## config.mk

```make
export PLATFORM = sky130hd
export DESIGN_NAME = sevenseg_scan
export DESIGN_NICKNAME = d
export VERILOG_FILES = /design/src/rtl/sevenseg_pkg.sv /design/src/rtl/sevenseg_scan_decode.sv /design/src/rtl/sevenseg_scan.sv
export SDC_FILE = /design/constraint.sdc
export NUM_CORES = 1
export LEC_CHECK = 0
export CAP_MARGIN = 5
export CORE_MARGIN = 2
export CORE_UTILIZATION = 50
export DETAILED_ROUTE_END_ITERATION = 10
export GPL_TIMING_DRIVEN = 0
export PLACE_DENSITY = 0.82
export REMOVE_ABC_BUFFERS = 1
export SLEW_MARGIN = 20
export SYNTH_ARGS = -nofsm -noshare
export SYNTH_HDL_FRONTEND = slang
export SYNTH_SLANG_ARGS = --single-unit
```

## constraint.sdc

```tcl
create_clock -name clk -period 7.1 [get_ports clk]
set_clock_uncertainty 0.2 [all_clocks]
set_input_delay 1.42 -clock clk [delete_from_list [all_inputs] [get_ports clk]]
set_output_delay 1.42 -clock clk [all_outputs]
set_load 0.02 [all_outputs]
```

## src/rtl/sevenseg_pkg.sv

```systemverilog
// Shared segment patterns and nibble decode for the seven-segment scanner.
// Active-low patterns, bit order {a,b,c,d,e,f,g}.
package sevenseg_pkg;

  localparam int unsigned SEG_W = 7;

  localparam logic [SEG_W-1:0] SEG_0     = 7'b0000001;
  localparam logic [SEG_W-1:0] SEG_1     = 7'b1001111;
  localparam logic [SEG_W-1:0] SEG_2     = 7'b0010010;
  localparam logic [SEG_W-1:0] SEG_3     = 7'b0000110;
  localparam logic [SEG_W-1:0] SEG_4     = 7'b1001100;
  localparam logic [SEG_W-1:0] SEG_5     = 7'b0100100;
  localparam logic [SEG_W-1:0] SEG_6     = 7'b0100000;
  localparam logic [SEG_W-1:0] SEG_7     = 7'b0001111;
  localparam logic [SEG_W-1:0] SEG_8     = 7'b0000000;
  localparam logic [SEG_W-1:0] SEG_9     = 7'b0001100;
  localparam logic [SEG_W-1:0] SEG_A     = 7'b0001000;
  localparam logic [SEG_W-1:0] SEG_B     = 7'b1100000;
  localparam logic [SEG_W-1:0] SEG_C     = 7'b0110001;
  localparam logic [SEG_W-1:0] SEG_D     = 7'b1000010;
  localparam logic [SEG_W-1:0] SEG_E     = 7'b0110000;
  localparam logic [SEG_W-1:0] SEG_F     = 7'b0111000;
  localparam logic [SEG_W-1:0] SEG_BLANK = 7'b1111111;

  // Nibble to pattern; letters A..F only when hex_en, otherwise blank.
  function automatic logic [SEG_W-1:0] seg_decode(input logic [3:0] nib,
                                                  input logic       hex_en);
    logic [SEG_W-1:0] pat;
    pat = SEG_BLANK;
    case (nib)
      4'h0: pat = SEG_0;
      4'h1: pat = SEG_1;
      4'h2: pat = SEG_2;
      4'h3: pat = SEG_3;
      4'h4: pat = SEG_4;
      4'h5: pat = SEG_5;
      4'h6: pat = SEG_6;
      4'h7: pat = SEG_7;
      4'h8: pat = SEG_8;
      4'h9: pat = SEG_9;
      4'hA: pat = hex_en ? SEG_A : SEG_BLANK;
      4'hB: pat = hex_en ? SEG_B : SEG_BLANK;
      4'hC: pat = hex_en ? SEG_C : SEG_BLANK;
      4'hD: pat = hex_en ? SEG_D : SEG_BLANK;
      4'hE: pat = hex_en ? SEG_E : SEG_BLANK;
      4'hF: pat = hex_en ? SEG_F : SEG_BLANK;
      default: pat = SEG_BLANK;
    endcase
    return pat;
  endfunction

endpackage

```

## src/rtl/sevenseg_scan_decode.sv

```systemverilog
// Combinational nibble-to-segment decoder (module sevenseg_decode).
// Define SEVSEG_HEX_EN to show A..F; otherwise nibbles 10..15 are blank.
module sevenseg_decode
  import sevenseg_pkg::*;
(
  input  logic [3:0]       nibble_i,
  output logic [SEG_W-1:0] seg_o_c
);

`ifdef SEVSEG_HEX_EN
  localparam logic HEX_EN = 1'b1;
`else
  localparam logic HEX_EN = 1'b0;
`endif

  // Pure table lookup.
  always_comb begin
    seg_o_c = seg_decode(nibble_i, HEX_EN);
  end

endmodule

```

## src/rtl/sevenseg_scan.sv

```systemverilog
// Time-multiplexed common-anode seven-segment scanner with per-slot blank gap
// and frame-aligned value updates. Hex letters need SEVSEG_HEX_EN (in decoder).
module sevenseg_scan
  import sevenseg_pkg::*;
#(
  parameter int unsigned DIGITS   = 4,
  parameter int unsigned SCAN_DIV = 1000,
  parameter int unsigned GAP      = 16
) (
  input  logic                  clk,
  input  logic                  rst_n,
  input  logic                  en,
  input  logic                  load,
  input  logic [4*DIGITS-1:0]   value,
  input  logic [DIGITS-1:0]     dp_in,
  output logic [SEG_W-1:0]      seg,
  output logic                  dp,
  output logic [DIGITS-1:0]     an,
  output logic                  frame_start
);

  localparam int unsigned CW = (SCAN_DIV > 1) ? $clog2(SCAN_DIV) : 1;
  localparam int unsigned IW = (DIGITS > 1) ? $clog2(DIGITS) : 1;
  localparam int unsigned VW = 4 * DIGITS;
  localparam logic [CW-1:0] CNT_MAX = CW'(SCAN_DIV - 1);
  localparam logic [IW-1:0] IDX_MAX = IW'(DIGITS - 1);

  logic [CW-1:0]     cnt_q, cnt_d;
  logic [IW-1:0]     idx_q, idx_d;
  logic [VW-1:0]     pend_val_q, pend_val_d;
  logic [DIGITS-1:0] pend_dp_q, pend_dp_d;
  logic              pend_flag_q, pend_flag_d;
  logic [VW-1:0]     shd_val_q, shd_val_d;
  logic [DIGITS-1:0] shd_dp_q, shd_dp_d;
  logic [SEG_W-1:0]  seg_q, seg_d;
  logic              dp_q, dp_d;
  logic [DIGITS-1:0] an_q, an_d;
  logic              fs_q, fs_d;

  logic              boundary_c;
  logic              gap_c;
  logic [3:0]        nib_c;
  logic [SEG_W-1:0]  seg_dec_c;

  // Counters, pending capture and frame-aligned shadow update.
  always_comb begin
    cnt_d       = cnt_q;
    idx_d       = idx_q;
    pend_val_d  = pend_val_q;
    pend_dp_d   = pend_dp_q;
    pend_flag_d = pend_flag_q;
    shd_val_d   = shd_val_q;
    shd_dp_d    = shd_dp_q;
    boundary_c  = 1'b0;

    if (en) begin
      if (cnt_q == CNT_MAX) begin
        cnt_d      = '0;
        idx_d      = (idx_q == IDX_MAX) ? '0 : idx_q + IW'(1);
        boundary_c = (idx_q == IDX_MAX);
      end else begin
        cnt_d = cnt_q + CW'(1);
      end
    end

    if (load) begin
      pend_val_d  = value;
      pend_dp_d   = dp_in;
      pend_flag_d = 1'b1;
    end

    // A load landing on the boundary goes straight to the shadow copy.
    if (boundary_c) begin
      if (load) begin
        shd_val_d   = value;
        shd_dp_d    = dp_in;
        pend_flag_d = 1'b0;
      end else if (pend_flag_q) begin
        shd_val_d   = pend_val_q;
        shd_dp_d    = pend_dp_q;
        pend_flag_d = 1'b0;
      end
    end
  end

  // Gap detection on the next counter value; no gap logic when GAP is zero.
  if (GAP == 0) begin : g_nogap
    assign gap_c = 1'b0;
  end else begin : g_gap
    assign gap_c = (cnt_d < CW'(GAP));
  end

  assign nib_c = shd_val_d[4*idx_d +: 4];

  sevenseg_decode u_decode (
    .nibble_i (nib_c),
    .seg_o_c  (seg_dec_c)
  );

  // Output selection from next-state so the output flops carry no extra lag.
  always_comb begin
    seg_d = SEG_BLANK;
    dp_d  = 1'b1;
    an_d  = '1;
    fs_d  = 1'b0;
    if (en) begin
      fs_d = (cnt_d == '0) && (idx_d == '0);
      if (!gap_c) begin
        an_d  = ~(DIGITS'(1) << idx_d);
        seg_d = seg_dec_c;
        dp_d  = ~shd_dp_d[idx_d];
      end
    end
  end

  // State and output registers.
  always_ff @(posedge clk or negedge rst_n) begin
    if (!rst_n) begin
      cnt_q       <= '0;
      idx_q       <= '0;
      pend_val_q  <= '0;
      pend_dp_q   <= '0;
      pend_flag_q <= 1'b0;
      shd_val_q   <= '0;
      shd_dp_q    <= '0;
      seg_q       <= SEG_BLANK;
      dp_q        <= 1'b1;
      an_q        <= '1;
      fs_q        <= 1'b0;
    end else begin
      cnt_q       <= cnt_d;
      idx_q       <= idx_d;
      pend_val_q  <= pend_val_d;
      pend_dp_q   <= pend_dp_d;
      pend_flag_q <= pend_flag_d;
      shd_val_q   <= shd_val_d;
      shd_dp_q    <= shd_dp_d;
      seg_q       <= seg_d;
      dp_q        <= dp_d;
      an_q        <= an_d;
      fs_q        <= fs_d;
    end
  end

  assign seg         = seg_q;
  assign dp          = dp_q;
  assign an          = an_q;
  assign frame_start = fs_q;

endmodule
```

### Word-level counts from Yosys, hierarchy flattened

Memory sizes are Yosys's and may differ from the RTL's.
Cells that the tools add are included.

* register bits: 66
* bits in read-only memories: 112
* output and inout port bits: 13
* logic and storage cells: 51
* memories kept: 1

* add/subtract/negate cells: 2
* magnitude comparators: 2
* equality and inequality tests: 2
* shifts and indexed selects: 2
* muxes and demuxes: 26
* bitwise gates (word level): 2
* reductions and logical operators: 3

Memories
* (no name shown): words 16, width 7, read ports 1, clocked after Yosys merged registers in 0, wr ports 0, RTL line sevenseg_pkg.sv:30 `case (nib)`

Operators by type and width (count)
* $mux W16: 3
* $mux W10: 2
* $mux W4: 5
* $shiftx A16 B5 Y4: 1
* $mux W7: 2
* $add A10 B1 Y10 const B: 1
* $eq A10 B10 Y1 const B: 1
* $logic_not A10 Y1: 1
* $lt A10 B5 Y1 const B: 1
* $mux W1: 10
* $mux W2: 3
* $not A4 Y4: 1
* $shl A1 B2 Y4 const A: 1
* $lt A2 B3 Y1 const B: 1
* $add A2 B1 Y2 const B: 1
* $bmux W1 S2: 1
* $eq A2 B2 Y1 const B: 1
* $logic_not A2 Y1: 1
* $logic_and A1 B1 Y1: 1
* $not A1 Y1: 1

### Longest topological paths before layout

Gate-level depths: netlist (run 1).

* word-level depth: 9
* gate-level depth with buffers: 13
* mapped depth without buffers: 13

### Cells and area by module

A second synthesis (run 1) with hierarchy kept.

* cells, all modules: 291
* area, all modules: 3196.8 µm²

Modules (own cells, without submodules)
* sevenseg_scan: times used 1, cells each 257, area each 2955.3 µm², sequential area each 1666.6 µm²
* sevenseg_decode: times used 1, cells each 34, area each 241.5 µm², sequential area each 0.0 µm²

### Worst setup path after synthesis (run 1)

Ideal clock, no wire load.

* path type: input to register
* start point: in en
* end point: reg seg_q[1], in the netlist seg[1]
* library setup time: 0.082 ns
* arrival: 3.793 ns
* required time: 6.818 ns
* path slack: 3.025 ns
* stages on the path: 9
* buffers on the path: 0
* path through: nand4bb_4 -> nor3_4 -> mux2i_1 -> inv_1 -> a21oi_1 -> inv_1 -> ha_1 -> mux2_1 -> o211ai_1

RTL lines
* from (decl): RTL line sevenseg_scan.sv:12 `input logic en,`
* $mux W2: RTL line sevenseg_scan.sv:56 `if (en) begin`
* net idx_d[1]: RTL line sevenseg_scan.sv:29 `logic [IW-1:0] idx_q, idx_d;`
* $shiftx A16 B5 Y4: RTL line sevenseg_scan.sv:93 `assign nib_c = shd_val_d[4*idx_d +: 4];`
* $mem_v2 Z16 W7
* $mux W7: RTL line sevenseg_scan.sv:108 `if (!gap_c) begin`
* $mux W7: RTL line sevenseg_scan.sv:106 `if (en) begin`
* net seg_d[1]: RTL line sevenseg_scan.sv:35 `logic [SEG_W-1:0] seg_q, seg_d;`
* to (signal assigned): RTL line sevenseg_scan.sv:138 `seg_q <= seg_d;`
* to (decl): RTL line sevenseg_scan.sv:35

The timed path passes the listed nets, and every way through them passes these cells.
A chain may end at the register's enable or synchronous reset.

### Worst setup path in the final report (run 1)

Same ends and word-level chain as after synthesis.

==> impl_summary.md, run 1 <==
Floorplanning
Measured along the y axis, the die boundary spans 83.9 um. The I/O pin count is 37. The die boundary width is 83.9 um.

The number of cell rows is 29. The floorplan step defined a core boundary enclosing 0.00628 sq mm. The starting utilization of the core area is 0.508. The area of the die is 0.00704 sq mm.

Yosys
In the synthesized netlist the dominant register cell turns out to be dfrtp_1. The largest total area in the synthesized netlist belongs to dfrtp_1. The share of synthesized area occupied by flip-flops and latches is 0.522. The async set or reset register ratio after synthesis is 1.00. In the post-synthesis netlist, the biggest area contributors are dfrtp_1, dfstp_2, mux2_2.

The count of distinct cell types in the synthesized netlist is 49. The synthesized area divided by synthesized cell count is 11.6 sq um. The number of enable flip-flop cells after synthesis is 0. In this run, synthesis produced a sequential element count of 66. The cell area after technology mapping is 0.00319 sq mm. Of the post-synthesis cell area, the dominant cell type holds 0.424. The number of standard cells after synthesis is 275. The yosys synthesis warning count is 0.

Clock network
Clock tree synthesis found a total of 66 sinks. The CTS tree is built. In this run the clock root is driven by a clkbuf_8. The buffer depth of the longest clock path is 2. After clock tree synthesis, the clock-pin slew on the worst setup and hold paths is 70 ps. Counting the buffers created by CTS gives 9. In this run, post-CTS repair resized a total of 0 instances. CTS built an H-tree with a depth of 3. The clock network latency to the later pin of the worst-skew pair is 340 ps. The number of hold-repair buffers added at the cts stage is 0. The number of setup buffers added after CTS is 0.

Final layout
The footprint of the multi-input gates is 0.00144 sq mm. Excluding fillers, the count of instances in the completed layout stands at 394. The number of antenna diodes in the final layout is 0. The relative area change from synthesis to final layout is 20.4%. The layout cell share with drive strength beyond 1 is 0.230. Registers take 0.00167 sq mm. After filler insertion, the fill cell instance count of the layout stands at 496.

The net count of the finished layout is 344.

Routing
The number of iterations in the first detailed-routing pass is 5. Dividing the detail-routed wire length by the instance count gives 16.2 um. Detailed routing inserted a total of 2291 vias. The via density per instance is 5.81. The detail route stage leaves a number of antenna-violating nets equal to 0.

The DRC violation total after the first TritonRoute iteration is 202. The routed design has 6370 um of wire. The post-route DRC violation count is 0.

STA
For this run, the top clock speed supported by timing is 184 MHz. The count of final hold-check violations was 0. The worst max-slew margin expressed relative to the limit is 0.413. The smallest clock period supported by the final layout is computed as 5420 ps. The number of failing setup endpoints in the final timing report is 0. The measured slew at the worst slew-check pin is 878 ps.

The number of pins exceeding their max-slew limit in the final report was 0. Setup repair after global routing left no endpoint under its margin. The final setup slack of the worst path is 1680 ps. The share of the clock period used by the worst path after layout is 0.763.

Setup total negative slack on the finished layout was measured at 0 ps.

Run
The tool flagged a number of max-cap violations equal to 0.

Setup path
Measured in cells, the most critical reg-to-reg path has a length of 12. STA puts the critical path data required time at 7150 ps. The endpoint arrival time on the critical path is 5470 ps. The maximum net fanout on the critical path is 13. The critical setup path kind is in -> reg.

In this run the worst setup path terminates at seg[1]. STA classifies the critical path endpoint as a register. In this run the register-to-register setup slack is 2950 ps. The capture point of the worst reg-to-reg path is seg[1]. The kind of start point of the critical path is a primary input. The origin of the critical flop-to-flop path is cnt_q[0]. Tracing the worst setup path back leads to its startpoint at en.

Power
Summed over all cells, the static leakage comes to 1.65 nW. The share of total power dissipated in sequential elements is 0.459. Of the total power, the share spent switching nets is 0.278. The power share of the combinational group is 0.206. Of the total power, the clock network draws 0.334. The switching power total is 0.287 mW. The areal power density over the cells is 269 mW/mm^2.

The internal power of the cells totals 0.745 mW. Across the VDD grid, the largest voltage drop is 0.140 mV.

Placed design
The placed wire-length estimate is 4370 um. The placer's final routability congestion estimate is 0.833. The post-placement setup slack is 1070 ps. In this run, placement finished with an instance count of 378. The number of input and output port buffers inserted is 36.

GRT
The total overflow left after global routing is 0. The first global-routing pass estimated 10800 um of wire. Entering global routing, the biggest net connects 46 pins. The global routing usage summed across all routing layers is 0.196.

The initial antenna violation count was 0. The via count of the first global-routing pass came to 2291.

Hold path
The tightest min-delay check is of the reg -> reg type.

Run status
The flow ran to the end, and the final reports show no timing, DRC or antenna violations.
==> cell usage in the layout (no fill, tap or decap), types with 3 or more instances in the layout <==
| master | instances |
|---|---|
| dfrtp_1 | 54 |
| nor3_1 | 3 |
| o21ai_0 | 7 |
| nor2_1 | 11 |
| mux2i_1 | 5 |
| and2_1 | 3 |
| dfstp_2 | 12 |
| o211ai_1 | 4 |
| inv_1 | 9 |
| xor2_1 | 4 |
| a21oi_1 | 10 |
| xnor2_1 | 4 |
| nand2_1 | 31 |
| a32oi_1 | 11 |
| clkdlybuf4s50_1 | 34 |
| ha_1 | 8 |
| clkbuf_8 | 10 |
| a211oi_1 | 3 |
| mux2_2 | 26 |
| a22oi_1 | 15 |
| nand3_1 | 7 |
==> through the flow <==
stage / hold slack (ps) / power (mW) / cell area, sq um / utilization
CTS: 299 / 1.04 / 3840 / 0.612
detailed placement: 281 / 0.695 / 3620 / 0.577
finish: 296 / 1.03 / 3840 / 0.612
floorplan: 259 / 0.600 / 3130 / -
global route: 316 / 1.08 / 3840 / 0.612
global placement: 278 / 0.684 / 3580 / 0.571
==> routing by layer <==
metal  track usage  vias to the layer above  routed length [um]
met5             0                        -                   0
met2         0.312                       68                3150
met4        0.0880                        0                 135
met1         0.254                     1127                2730
li1              -                     1082                   -
met3        0.0475                       14                 358
==> sequential cells by signal, indices dropped and copies added, names as in the netlist <==
register,flops
cnt_q,10
shd_dp_q,4
shd_val_q,16
pend_val_q,16
pend_dp_q,4
an,4
pend_flag_q,1
seg,7
idx_q,2
frame_start,1
dp,1
==> power by group through the flow <==
stage | sequential, mW | combinational (mW) | clock (mW)
2_1_floorplan | 0.501 | 0.0999 | 0
3_3_place_gp | 0.479 | 0.205 | 0
3_5_place_dp | 0.481 | 0.214 | 0
4_1_cts | 0.475 | 0.216 | 0.353
5_1_grt | 0.482 | 0.233 | 0.370
6_report | 0.474 | 0.213 | 0.345
==> final cells by class <==
cell class                      instances  share of cell area
Multi-Input combinational cell        186               0.374
Clock inverter                          5              0.0202
Inverter                               10             0.00977
Clock buffer                           11              0.0368
Tap cell                               77              0.0251
Timing Repair Buffer                   39               0.100
Sequential cell                        66               0.434
==> cells by family after synthesis <==
logic type / count (synthesis) / share of synthesized area
compound gates: 62 / 0.138
xor+xnor: 8 / 0.0220
fa+ha+maj: 8 / 0.0314
buf+inv: 23 / 0.0322
flops: 66 / 0.522
mux: 35 / 0.123
simple gates: 73 / 0.131
==> worst min-delay path by stage <==
stage                      start           end  slack (ps)  depth (start not counted)
floorplan           shd_val_q[0]  shd_val_q[0]         260                          2
global placement     shd_dp_q[0]   shd_dp_q[0]         280                          1
detailed placement  shd_val_q[3]  shd_val_q[3]         280                          1
CTS                 shd_val_q[3]  shd_val_q[3]         300                          1
global route        pend_dp_q[2]  pend_dp_q[2]         320                          1
finish              shd_val_q[3]  shd_val_q[3]         300                          1
==> critical path, cell delays in order <==
cell,delay [ps]
clkdlybuf4s50_1,810
nand4bb_4,230
nor3_4,470
mux2i_2,720
inv_2,250
nand2_1,180
o22ai_1,100
a21oi_1,440
inv_1,170
ha_1,230
mux2_1,280
o211ai_1,180
==> cell usage after synthesis, drive strengths merged, types with 2 or more instances <==
| master | n |
|---|---|
| o21ai | 8 |
| o31ai | 2 |
| nand4 | 2 |
| nand3 | 7 |
| xnor2 | 4 |
| a22oi | 15 |
| nor3 | 4 |
| inv | 10 |
| nand2 | 31 |
| and2 | 3 |
| and3 | 2 |
| a21oi | 10 |
| buf | 4 |
| ha | 8 |
| nor2b | 2 |
| clkbuf | 9 |
| nor4 | 4 |
| a31oi | 2 |
| dfstp | 12 |
| o21bai | 2 |
| a211oi | 4 |
| dfrtp | 54 |
| nor2 | 12 |
| xor2 | 4 |
| mux2i | 7 |
| o211ai | 4 |
| mux2 | 28 |
| o22ai | 2 |
| a32oi | 11 |
| or4 | 2 |
No activity file was read; power rests on OpenSTA's default activity.
==> inputs of run 2 (changes only) <==
clock period = 5.6 ns   (was 7.1 ns; I/O delays follow)
==> results of run 2 <==
The final DEF is identical to that of run 1. Status: complete, no violations.
Main changes from that run: setup slack after placement 1070 ps -> -132 ps; setup slack after layout 1680 ps -> 480 ps; register-to-register setup slack 2950 ps -> 1450 ps; total power 1.03 mW -> 1.31 mW; worst IR drop on VDD 0.140 mV -> 0.178 mV
==> inputs of run 3 (changes only) <==
SLEW_MARGIN = not set   (was 20)
==> impl_summary.md, run 3 (synthesis results as in run 1) <==
Routing
The overall routed net length is 6560 um (+3.0%). The DRC violation total after the first TritonRoute iteration came to 216 (+6.9%). The number of iterations in the first detailed-routing pass is 4 (-1). The post-route DRC violation count was 0 (unchanged).

The average wire per cell in the routed design is 16.7 um (+3.0%). The overall via count from detail_route came to 2309 (+0.79%). The number of routed nets with antenna violations is 0 (unchanged). The via density per instance is 5.86 (+0.79%).

Floorplanning
The vertical die dimension is 83.9 um (unchanged). The die boundary width is 83.9 um (unchanged). The I/O pin count was 37 (unchanged). The starting utilization of the core area came to 0.508 (unchanged). The area of the die is 0.00704 sq mm (unchanged). The number of cell rows is 29 (unchanged). The area of the core region is 0.00628 sq mm (unchanged).

GRT
The via count of the first global-routing pass came to 2423 (+5.8%). The aggregate global routing overflow came to 0 (unchanged). The initial antenna violation count is 0 (unchanged). The maximum number of pins on one net before global-route repair is 42 (-8.7%). The first-pass GRT wire length was 11300 um (+4.1%).

The global routing usage summed across all routing layers is 0.203 (+0.00721).

STA
The worst max-slew margin expressed relative to the limit is 0.234 (-0.179). The count of final hold-check violations is 0 (unchanged). The shortest period the worst path allows is 5140 ps. The timing-limited maximum frequency is 195 MHz. The share of the clock period used by the worst path after layout is 0.917. The measured slew at the worst slew-check pin came to 1150 ps (+268 ps). Setup repair after global routing left no endpoint under its margin. The tightest hold margin is 298 ps (+2.50 ps).

The number of failing setup endpoints in the final timing report is 0 (unchanged). The number of pins exceeding their max-slew limit in the final report is 0 (unchanged). The post-route setup TNS is 0 ps (unchanged).

Final layout
The count of antenna diodes in the layout came to 0 (unchanged). The final layout net count is 344 (unchanged). The library cell used most frequently in the layout, excluding fill and tap cells, is dfrtp_1. The layout cell share with drive strength beyond 1 is 0.233 (+0.00315). The total of fill cells in the finished design is 487 (-1.8%).

The largest registers in the layout are pend_val_q (16), shd_val_q (16), cnt_q (10). Compared with the post-synthesis result, the final layout area differs by 20.8%. The non-filler instance count after layout came to 394 (unchanged). In the layout the commonest cells are dfrtp_1, clkdlybuf4s50_1, nand2_1.

Setup path
The kind of start point of the critical path is a primary input. Across all register-to-register paths, the minimum setup slack is 1430 ps. The maximum net fanout on the critical path is 13 (unchanged).

On the critical path, the stage with the largest delay is an instance of clkdlybuf4s50_1. The buffers plus inverters on the worst setup path is 3 (unchanged). Among cell families on the critical path, the largest total delay comes from buffers and inverters. The worst setup path is captured at a register. The logic depth of the worst path, buffers included is 12 (unchanged). Data arrives at the worst endpoint at 5200 ps. The critical setup path kind is in -> reg. Traced cell by cell, the critical path runs through clkdlybuf4s50_1 > nand4bb_4 > nor3_4 > mux2i_2 > inv_2 > nand2_1 > o22ai_1 > a21oi_1 > inv_1 > ha_1 > mux2_1 > o211ai_1. At the worst endpoint, the required time is 5660 ps. The worst stage delay on the critical path was 810 ps (about the same). The logic depth of the worst register-to-register path is 12 (unchanged).

Clock network
The total clock buffers created by CTS is 9 (unchanged). The root buffer cell is clkbuf_8. TritonCTS built the clock tree. The buffer depth of the longest clock path is 2 (unchanged).

The clock network latency to the later pin of the worst-skew pair came to 350 ps (about the same). The number of levels in the clock H-tree is 3 (unchanged). The number of clock sinks seen by CTS came to 66 (unchanged). The clock transition at the registers of the reported paths came to 70 ps (about the same). The number of setup buffers added after CTS is 0 (unchanged).

Power
The total power after layout is 1.32 mW. The static power due to leakage is 1.64 nW (-0.33%). Dividing total power by cell area gives a power density of 342 mW/mm^2. The worst voltage drop across the vdd grid is 0.181 mV.

Placed design
The placer's final routability congestion estimate came to 0.833 (unchanged). The number of input and output port buffers inserted was 36 (unchanged). The count of placed standard cells including taps is 378 (unchanged).

The placed wire-length estimate came to 4460 um (+2.1%).

Run
The reported max-cap violation count is 0 (unchanged).

Run status
The flow ran to the end, and the final reports show no timing, DRC or antenna violations.

Hold path
The number of cells on the worst hold path was 1 (unchanged). The worst hold path belongs to the class reg -> reg.
## run 3: changes by cell type in the layout (fill, tap and decap cells not counted), sizes merged
cell | previous run | this run
clkbuf | 11 | 9
clkinv | 3 | 1
clkinvlp | 0 | 2
inv | 10 | 12
buf | 5 | 4
clkdlybuf4s50 | 34 | 35
## run 3: metal layers
layer	wire (um)	vias up	global-route usage
li1	-	1086	-
met1	2810	1148	0.253
met2	3310	61	0.335
met3	272	14	0.0346
met4	168	0	0.113
met5	0	-	0
## run 3: final timing paths
kind                                        to          from
worst max-delay path                    seg[1]            en
min in group asynchronous       pend_val_q[11]         rst_n
max in group asynchronous               seg[6]         rst_n
worst max register to register          seg[1]      cnt_q[0]
worst min register to register    pend_dp_q[2]  pend_dp_q[2]
worst min-delay path              pend_dp_q[2]  pend_dp_q[2]
## run 3: repair_timing
action | 4_1_cts | 5_1_grt
endpoints found under the setup margin | 0 | 3
hold endpoints to repair | 0 | 0
hold buffers | 0 | 0
gates resized for setup | 0 | 1
## run 3: layout make-up
type,instances,area [sq um],area share
sequential,66,1670,0.432
multi-input combinational,186,1440,0.373
timing repair buffer,39,390,0.101
clock buffer,9,124,0.0321
clock inverter,7,101,0.0263
tap,77,96.3,0.0250
inverter,10,37.5,0.00974
## run 3: power breakdown
group | leakage, nW | total (mW) | internal (mW) | switching (mW)
logic | 0.718 | 0.269 | 0.129 | 0.140
clock network | 0.106 | 0.449 | 0.254 | 0.194
registers | 0.819 | 0.600 | 0.554 | 0.0461
## run 3: metrics by stage
stage	setup WS, ps	instance area [sq um]	utilization
after global routing	175	3850	0.614
final	464	3850	0.614
after CTS	173	3850	0.613
after detailed placement	-119	3620	0.577
after floorplan	1470	3130	-
after global placement	-470	3580	0.571
